**config.mk**
```make
export PLATFORM = sky130hd
export DESIGN_NAME = mem_port_arbiter
export DESIGN_NICKNAME = d
export VERILOG_FILES = /design/src/rtl/mem_port_arbiter.sv
export SDC_FILE = /design/constraint.sdc
export NUM_CORES = 1
export LEC_CHECK = 0
export CAP_MARGIN = 0
export CELL_PAD_IN_SITES_DETAIL_PLACEMENT = 1
export CELL_PAD_IN_SITES_GLOBAL_PLACEMENT = 2
export CORE_MARGIN = 1.5
export CORE_UTILIZATION = 20
export DETAILED_ROUTE_END_ITERATION = 6
export HOLD_SLACK_MARGIN = 0.12
export PLACE_DENSITY_LB_ADDON = 0.1
export SYNTH_ARGS = -nofsm -noshare
export SYNTH_HDL_FRONTEND = slang
export SYNTH_SLANG_ARGS = --single-unit
```
**constraint.sdc**
```tcl
create_clock -name clk_i -period 5.3 [get_ports clk_i]
set_input_delay 0.53 -clock clk_i [delete_from_list [all_inputs] [get_ports clk_i]]
set_output_delay 0.53 -clock clk_i [all_outputs]
set_load 0.01 [all_outputs]
```
**src/rtl/mem_port_arbiter.sv**
```systemverilog
// Round-robin arbiter sharing one single-port memory between a read-only fetch port and a
// read/write data port, with a forced release when the memory never acknowledges.
module mem_port_arbiter #(
    parameter int ADDR_WIDTH = 32,
    parameter int DATA_WIDTH = 32,
    parameter int TIMEOUT    = 255
) (
    input  logic                  clk_i,
    input  logic                  arst_ni,
    input  logic                  imem_req_i,
    input  logic [ADDR_WIDTH-1:0] imem_addr_i,
    output logic [DATA_WIDTH-1:0] imem_rdata_o,
    output logic                  imem_ack_o,
    input  logic                  dmem_req_i,
    input  logic                  dmem_we_i,
    input  logic [ADDR_WIDTH-1:0] dmem_addr_i,
    input  logic [DATA_WIDTH-1:0] dmem_wdata_i,
    output logic [DATA_WIDTH-1:0] dmem_rdata_o,
    output logic                  dmem_ack_o,
    output logic                  mem_req_o,
    output logic                  mem_we_o,
    output logic [ADDR_WIDTH-1:0] mem_addr_o,
    output logic [DATA_WIDTH-1:0] mem_wdata_o,
    input  logic [DATA_WIDTH-1:0] mem_rdata_i,
    input  logic                  mem_ack_i,
    output logic                  busy_o,
    output logic                  timeout_o
);

    typedef enum logic [1:0] {IDLE = 2'd0, GRANT_I = 2'd1, GRANT_D = 2'd2} state_e;

    // A disabled timeout still needs a legal (1-bit) counter.
    localparam int CNT_W = (TIMEOUT > 0) ? $clog2(TIMEOUT + 1) : 1;

    state_e                state_q, state_d;
    logic                  last_d_q, last_d_d;
    logic [CNT_W-1:0]      cnt_q, cnt_d;
    logic                  mem_req_q, mem_req_d;
    logic                  mem_we_q, mem_we_d;
    logic [ADDR_WIDTH-1:0] mem_addr_q, mem_addr_d;
    logic [DATA_WIDTH-1:0] mem_wdata_q, mem_wdata_d;

    logic to_hit;
    logic txn_done;
    logic pick_d;

    always_ff @(posedge clk_i or negedge arst_ni) begin
        if (!arst_ni) begin
            state_q     <= IDLE;
            last_d_q    <= 1'b0;
            cnt_q       <= '0;
            mem_req_q   <= 1'b0;
            mem_we_q    <= 1'b0;
            mem_addr_q  <= '0;
            mem_wdata_q <= '0;
        end else begin
            state_q     <= state_d;
            last_d_q    <= last_d_d;
            cnt_q       <= cnt_d;
            mem_req_q   <= mem_req_d;
            mem_we_q    <= mem_we_d;
            mem_addr_q  <= mem_addr_d;
            mem_wdata_q <= mem_wdata_d;
        end
    end

    always_comb begin
        to_hit = 1'b0;
        if (TIMEOUT != 0 && state_q != IDLE && !mem_ack_i && int'(cnt_q) == TIMEOUT - 1)
            to_hit = 1'b1;
        txn_done = (state_q != IDLE) && (mem_ack_i || to_hit);
    end

    always_comb begin
        state_d     = state_q;
        last_d_d    = last_d_q;
        cnt_d       = cnt_q;
        mem_req_d   = mem_req_q;
        mem_we_d    = mem_we_q;
        mem_addr_d  = mem_addr_q;
        mem_wdata_d = mem_wdata_q;
        pick_d      = 1'b0;
        case (state_q)
            IDLE: begin
                if (imem_req_i || dmem_req_i) begin
                    // On contention the port that was not served last wins.
                    pick_d    = dmem_req_i && (!imem_req_i || !last_d_q);
                    state_d   = pick_d ? GRANT_D : GRANT_I;
                    mem_req_d = 1'b1;
                    cnt_d     = '0;
                    if (pick_d) begin
                        mem_we_d    = dmem_we_i;
                        mem_addr_d  = dmem_addr_i;
                        mem_wdata_d = dmem_wdata_i;
                    end else begin
                        mem_we_d    = 1'b0;
                        mem_addr_d  = imem_addr_i;
                        mem_wdata_d = '0;
                    end
                end
            end
            GRANT_I, GRANT_D: begin
                if (txn_done) begin
                    state_d   = IDLE;
                    mem_req_d = 1'b0;
                    last_d_d  = (state_q == GRANT_D);
                end else begin
                    cnt_d = cnt_q + 1'b1;
                end
            end
            default: begin
                state_d   = IDLE;
                mem_req_d = 1'b0;
            end
        endcase
    end

    always_comb begin
        imem_ack_o   = (state_q == GRANT_I) && txn_done;
        dmem_ack_o   = (state_q == GRANT_D) && txn_done;
        imem_rdata_o = (imem_ack_o && mem_ack_i) ? mem_rdata_i : '0;
        dmem_rdata_o = (dmem_ack_o && mem_ack_i) ? mem_rdata_i : '0;
        busy_o       = (state_q != IDLE);
        timeout_o    = to_hit;
    end

    assign mem_req_o   = mem_req_q;
    assign mem_we_o    = mem_we_q;
    assign mem_addr_o  = mem_addr_q;
    assign mem_wdata_o = mem_wdata_q;

endmodule

```
After elaboration in Yosys (flattened, before gate mapping):

Index checks and enable logic that the tools add are counted.

* RAM bits: 0
* bits in latches: 0
* output and inout port bits: 134
* memories: 0
* ROM bits: 0
* register bits after elaboration: 77
* logic and storage cells: 52

* muxes and demuxes: 16
* equal/unequal tests: 6
* div/mod/pow operators: 0
* shift operators: 0
* reductions and logical operators: 22
* bitwise gates (word level): 0
* add/subtract/negate cells: 1
* order comparisons: 0
* $mul: 0

Operators by type and width (number)
* $mux W32: 4
* $mux W8: 2
* $pmux W8 S2: 1
* $add A8 B1 Y8 const B: 1
* $eq A8 B2 Y1 const B: 1
* $logic_and A1 B1 Y1: 8
* $mux W2: 3
* $ne A2 B2 Y1 const B: 3
* $reduce_and A2 Y1: 3
* $mux W1: 4
* $pmux W2 S2: 1
* $reduce_bool A2 Y1: 2
* $logic_not A1 Y1: 3
* $logic_or A1 B1 Y1: 3
* $reduce_and A3 Y1: 1
* $eq A2 B1 Y1 const B: 1
* $eq A2 B2 Y1 const B: 1
* $logic_not A2 Y1: 1
* $pmux W1 S2: 1
* $reduce_or A2 Y1: 1

Depth between registers and ports, before layout:

Gate-level depths: netlist of the first run.

* depth after elaboration: 9
* mapped depth: 9
* depth with buffers taken out: 7

Least setup slack after synthesis of the first run:

OpenSTA, ideal clock, no wires.

* path type: register to register
* start point: register state_q[0]
* end point: register cnt_q[5]
* data arrival time: 2.090 ns
* clock period less this slack: 2.167 ns
* stages on the path, launching flop included: 10
* slack: 3.133 ns
* data required time: 5.222 ns
* cells stage by stage: dfrtp_1 > inv_1 > ha_1 > buf_4 > or3b_1 > a41o_1 > and2_4 > buf_6 > or3_1 > a21oi_1

* longest elaborated chain between the ends: 8
* elaborated cells between the ends (all ways): 15

RTL lines
* from (decl): line 35 `state_e state_q, state_d;`
* from (signal assigned): line 57 `state_q <= state_d;`
* $reduce_bool A2 Y1: line 69, 71
* $logic_and A1 B1 Y1 (2 in series): line 69 `if (TIMEOUT != 0 && state_q != IDLE && !mem_ack_i && int'(cnt_q) == TIMEOUT - 1)`
* $mux W1: line 69
* $logic_or A1 B1 Y1: line 71 `txn_done = (state_q != IDLE) && (mem_ack_i || to_hit);`
* $logic_and A1 B1 Y1: line 71
* $ne A2 B2 Y1 (no line)
* $reduce_and A3 Y1 (no line)
* to (signal assigned): line 59 `cnt_q <= cnt_d;`
* to (decl): line 37 `logic [CNT_W-1:0] cnt_q, cnt_d;`

Parallel ways exist; a longest one is shown, timed or not.
A chain may end at the register's enable or synchronous reset.

Final worst setup path of the first run:

* start point: register state_q[0]
* end point: output imem_rdata_o[18]

* longest elaborated chain between the ends: 9
* elaborated cells between the ends (all ways): 10

RTL lines
* $reduce_bool A2 Y1: line 69, 71
* $logic_and A1 B1 Y1 (2 in series): line 69
* $mux W1: line 69
* $logic_or A1 B1 Y1: line 71
* $logic_and A1 B1 Y1: line 71
* $logic_and A1 B1 Y1 *: line 119 `imem_ack_o = (state_q == GRANT_I) && txn_done;`
* $logic_and A1 B1 Y1 *: line 121 `imem_rdata_o = (imem_ack_o && mem_ack_i) ? mem_rdata_i : '0;`
* $mux W32 *: line 121
* to (decl): line 12 `output logic [DATA_WIDTH-1:0] imem_rdata_o,`

Mark *: on every way between the ends. The rest lies on a longest branch, timed or not.

==> results of run 1 <==
[layer usage]
metal	wire length, um	vias up	share of wire
met3	1740	9	0.12
met1	5620	1732	0.40
met4	119	0	0.0084
met2	6650	184	0.47
li1	-	1750	-
met5	0	-	0
[stage by stage]
step            util  setup WS (ps)  hold WS, ps
2_1_floorplan      -           3130          234
4_1_cts        0.385           1960          409
6_report       0.385           2040          353
3_3_place_gp   0.365           2130          463
3_5_place_dp   0.365           2150          469
5_1_grt        0.385           1750          430
[final cells by class]
class | count | area (um^2)
clock buffers | 11 | 253
clock inverters | 5 | 106
multi-input cells | 249 | 1690
fillers | 2031 | 11200
inverters | 7 | 26.3
repair buffers | 270 | 2690
well taps | 229 | 287
flip-flops and latches | 77 | 1930
[Yosys cell counts (2+ instances only)]
| cell | count | area (um^2) |
|---|---|---|
| nor2_1 | 4 | 15.0 |
| clkbuf_1 | 20 | 75.1 |
| xnor2_1 | 3 | 26.3 |
| a22o_1 | 34 | 298 |
| and3_1 | 3 | 18.8 |
| inv_1 | 7 | 26.3 |
| ha_1 | 5 | 62.6 |
| buf_1 | 5 | 18.8 |
| dfrtp_1 | 77 | 1930 |
| a21o_1 | 2 | 15.0 |
| nand4_1 | 4 | 25.0 |
| or3_1 | 3 | 18.8 |
| and2_1 | 68 | 425 |
| a21oi_1 | 6 | 30.0 |
| nor3_1 | 2 | 10.0 |
| o21ai_0 | 36 | 180 |
| mux2i_1 | 32 | 320 |
| nand2_1 | 36 | 135 |
[logic make-up after synthesis]
logic type,count (synthesis),share of synthesized area
flip-flops,77,0.515
buffers and inverters,35,0.0385
AND/OR/NAND/NOR,124,0.181
adder cells (fa/ha/maj),5,0.0167
multiplexers,33,0.0887
XOR/XNOR,3,0.00703
AO/OA/AOI/OAI,84,0.153
[how the worst max path moves through the flow]
| stage | from | to | slack (ps) |
|---|---|---|---|
| final | state_q[0] | imem_rdata_o[18] | 2040 |
| after global routing | state_q[0] | imem_rdata_o[31] | 1750 |
| after CTS | state_q[0] | imem_rdata_o[18] | 1960 |
| after detailed placement | mem_ack_i | imem_rdata_o[6] | 2150 |
| after global placement | mem_ack_i | imem_rdata_o[16] | 2130 |
| after floorplan | state_q[0] | cnt_q[5] | 3130 |
[critical path, stage by stage (launching register included)]
cell and delay (ps):
dfrtp_1 380, inv_1 70, ha_1 290, inv_1 140, and3_1 720, and2_1 230, clkdlybuf4s50_1 550
[registers in the layout (all words and copies together), names as in the netlist]
name / flops
last_d_q: 1
mem_req_o: 1
mem_wdata_o: 32
cnt_q: 8
state_q: 2
mem_addr_o: 32
mem_we_o: 1
[report_power, final]
part	internal (mW)	switching [mW]	total, mW
registers	0.846	0.156	1.00
logic	0.791	0.664	1.46
clock network	0.487	0.252	0.739
total	2.12	1.07	3.20
==> out/results.ini, run 1 <==
[power]
power_mw=3.20
powerDensity_mw_per_mm2=458
leakage_nw=2.95
vdd_drop_max_uv=211

[clocking]
cts_sinks=77
hold_buffers=0
numCtsBuffers=9
htree_levels=3
cts_resized=0
clk_latency_ps=340
post_cts_buffers=0
cts_tree=done
root_buffer=clkbuf_16
clk_path_buf_depth=2
clk_pin_slew_ps=60

[grt]
globalRouteMet3Util=0.0613
grt_pass1_vias=3759
top_usage_layer=met2
grt.total_usage=0.142
gr-usage-met1=0.164
grt_max_degree=92
gr-total-overflow=0
antenna_found_initial=0
grt_pass1_wl_um=21400
grtUsageMet2=0.240

[status]
outcome=finished, violations left
violations=design-rule violations

[synth]
synth-async-reset-ratio=1.00
ys_warn_count=0
netlist-cell-type-count=32
synthesis.nets=500
synth_ff_type=dfrtp_1
syn_inst=361
yosysSeqAreaShare=0.515
synthesis.area_mm2=0.00374
synth_edf_count=0
syn_avg_cell_area_um2=10.4
ys_seq_elements=77

[routing]
dr.first_iter.drc_count=120
wl_um=14100
num_vias=3675
avgViaCountPerCell=4.33
ant_nets=0
drt-wirelength-per-cell_um=16.7
drcViolationCount=25
drtPass1Iterations=6

[critical_path]
cp.arrival_ps=2730
r2r_cells=7
cp-end-kind=output pin
r2r_slack_ps=2960
cp_max_fo=32
timing.rr.end=cnt_q[5]
r2r-start=state_q[0]
cp-start-kind=flip-flop
required_ps=4770
path_class=flip-flop to output pin

[timing]
tightestPinTransition_ps=1020
finalHoldViolations=0
max_slew_margin=0.320
rsz0062_at_grt=false
setup_violations=0
maxSlewViolCount=0
finClkSkew_ps=5.40
fin_crit_sh=0.615
setup_tns_ps=0
finalCriticalPeriod_ps=3260
fmax_ghz=0.307

[final_layout]
area_delta_synth_final_pct=86.7
final_common_cell=clkdlybuf4s50_1
fin_area_mm2=0.00698
final_layout_size_suffix_gt1_frac=0.0372
antenna_cells=0
stdcell_count=848
final_cell_mix=clkdlybuf4s50_1 (266), dfrtp_1 (77), and2_1 (68), nand2_1 (36), o21ai_0 (35)
nets=753

[floorplan]
initial_core_util=0.206
boundaryPins=268
core_area_mm2=0.0181
rows=49
die_area_mm2=0.0195
die_w_um=140
fp.dieH_um=140

[placement]
numPlacedInstances=832
routabilityCongestion=0.807
placed_cell_area_mm2=0.00662
io_buffers=267
post-dp-hpwl_um=10900

[run]
drv_cap=0

[worst_hold_path]
hold_class=input pin to async pin

(Power assumes the default switching activity.)
==> inputs of run 2 (changes only) <==
CORE_UTILIZATION = 17   (was 20)
clock period = 2.85 ns   (was 5.3 ns; I/O delays follow)
==> run 2 against run 1 <==
  * The flow now finishes without violations
  * Cell area up 0.81%
  * Routed wire length about the same
  * Non-clock buffer count up 6
  * Clock power up 47%
  * Highest routed layer unchanged
  * Hold slack better by 120 ps
  * Sequential share of layout area down 0.22 points
  * First-iteration DRC count down 47%
  * Largest cell class unchanged
  * Sequential cell count unchanged
  * Critical endpoint is now dmem_rdata_o[16]
==> out/results.ini, run 2 (synthesis gave the netlist of run 1 again) <==
[final_layout]
nets=759  ; +0.80%
fin_area_mm2=0.00704  ; +0.81%
antenna_cells=0  ; unchanged
fin_util=0.325  ; -0.0602
area_delta_synth_final_pct=88.2
final_layout_size_suffix_gt1_frac=0.0432  ; +0.00604
final_common_cell=clkdlybuf4s50_1
final_cell_mix=clkdlybuf4s50_1 (266), dfrtp_1 (77), and2_1 (68), nand2_1 (36), o21ai_0 (35)

[placement]
io_buffers=267  ; unchanged
preCtsSetupSlack_ps=506  ; -1640 ps
post-dp-hpwl_um=11000  ; +0.89%
routabilityCongestion=0.710  ; -12%
placed_cell_area_mm2=0.00675  ; +1.9%

[clocking]
post_cts_buffers=0  ; unchanged
clk_latency_ps=340  ; about the same
cts_sinks=77  ; unchanged
htree_levels=3  ; unchanged
root_buffer=clkbuf_16
clk_pin_slew_ps=60  ; about the same
cts_tree=done
clk_path_buf_depth=2  ; unchanged
numCtsBuffers=9  ; unchanged
cts_resized=0  ; unchanged

[critical_path]
slowest_delay_ps=550  ; -170 ps
cp_max_fo=32  ; unchanged
crit_path_top_delay_cell=clkdlybuf4s50_1
cp-end-kind=output pin
path_class=flip-flop to output pin
crit_top_cell=inv_1
cp-start-kind=flip-flop
required_ps=2570  ; -2200 ps
crit_chain=inv_1 -> ha_1 -> inv_1 -> and3_1 -> buf_4 -> and2_1 -> clkdlybuf4s50_1
cp.arrival_ps=2380  ; -350 ps

[routing]
drtPass1Iterations=4  ; -2
wl_um=14100  ; about the same
num_vias=3702  ; +0.73%
drcViolationCount=0  ; -100%
dr.first_iter.drc_count=64  ; -47%
drt-wirelength-per-cell_um=15.6  ; -6.3%
ant_nets=0  ; unchanged
avgViaCountPerCell=4.09  ; -5.6%

[timing]
finalHoldViolations=0  ; unchanged
fmax_ghz=0.376
tightestPinTransition_ps=592  ; -428 ps
setup_tns_ps=0  ; unchanged
finalCriticalPeriod_ps=2660
fin_ws_ps=188  ; -1850 ps
maxSlewViolCount=0  ; unchanged
fin_crit_sh=0.934
finClkSkew_ps=5.08  ; -0.325 ps
max_slew_margin=0.604  ; +0.284
setup_violations=0  ; unchanged
rsz0062_at_grt=false

[grt]
gr-total-overflow=0  ; unchanged
antenna_found_initial=0  ; unchanged
grt_pass1_wl_um=21300  ; -0.55%
grt_max_degree=51  ; -45%
grt.total_usage=0.123  ; -0.0192
grt_pass1_vias=3940  ; +4.8%

[power]
leakage_nw=2.95  ; +0.17%
vdd_drop_max_uv=333  ; +58%
powerDensity_mw_per_mm2=811  ; +77%
power_mw=5.71  ; +79%

[floorplan]
boundaryPins=268  ; unchanged
die_area_mm2=0.0229  ; +17%
rows=54  ; +10%
core_area_mm2=0.0217  ; +20%
initial_core_util=0.172  ; -0.0336
die_w_um=151  ; +8.3%
fp.dieH_um=151  ; +8.3%

[status]
outcome=finished, final reports clean

[worst_hold_path]
hold_class=input pin to async pin

[run]
drv_cap=0  ; unchanged

==> run 2: changes by cell type in the layout (fill, tap and decap cells not counted), sizes merged <==
cell | previous run | this run
bufinv | 3 | 0
clkbuf | 11 | 12
clkinv | 1 | 3
dlygate4sd3 | 0 | 1
buf | 4 | 9
==> run 2: stage by stage <==
| stage | hold WS [ps] | cells |
|---|---|---|
| after floorplan | -10.6 | 361 |
| after global placement | 320 | 888 |
| after detailed placement | 328 | 888 |
| after CTS | 483 | 905 |
| after global routing | 501 | 905 |
| final | 474 | 905 |
==> run 2: cell type report <==
class	count	area (um^2)
timing repair buffer	276	2770
tap	280	350
inverter	7	26.3
clock inverter	4	22.5
clock buffer	12	256
sequential	77	1930
fill	2430	14600
multi-input combinational	249	1690
==> run 2: where the power goes <==
part	switching, mW	total (mW)	internal, mW
registers	0.276	1.85	1.57
clock network	0.457	1.09	0.633
logic	1.26	2.77	1.51
total	2.00	5.71	3.72
==> run 2: final timing paths <==
check,startpoint,to,slack (ps),cells after the start
setup / recovery,state_q[0],dmem_rdata_o[16],190,7
hold / removal,arst_ni,mem_wdata_o[14],470,2
setup reg to reg,state_q[1],cnt_q[5],580,7
hold reg to reg,mem_addr_o[19],mem_addr_o[19],480,2
max in group asynchronous,arst_ni,cnt_q[7],1660,3
min in group clk_i,mem_addr_o[19],mem_addr_o[19],480,2
==> run 2: worst max-delay path, delay by kind of cell (launching register included) <==
kind                       cells  cell delay, ps
buffers and inverters          4            1020
and+or+nand+nor                2             330
adders and majority gates      1             300
DFF                            1             370
==> run 2: what timing repair did <==
item,4_1_cts,5_1_grt
hold buffers,1,0
hold endpoints to repair,40,0
setup endpoints to repair,0,0
==> run 2: routing by layer <==
layer | track usage | wire [um] | vias up
met5 | 0 | 0 | -
met1 | 0.134 | 5480 | 1741
met4 | 0.0481 | 205 | 0
met3 | 0.0563 | 2000 | 13
li1 | - | - | 1755
met2 | 0.207 | 6440 | 193
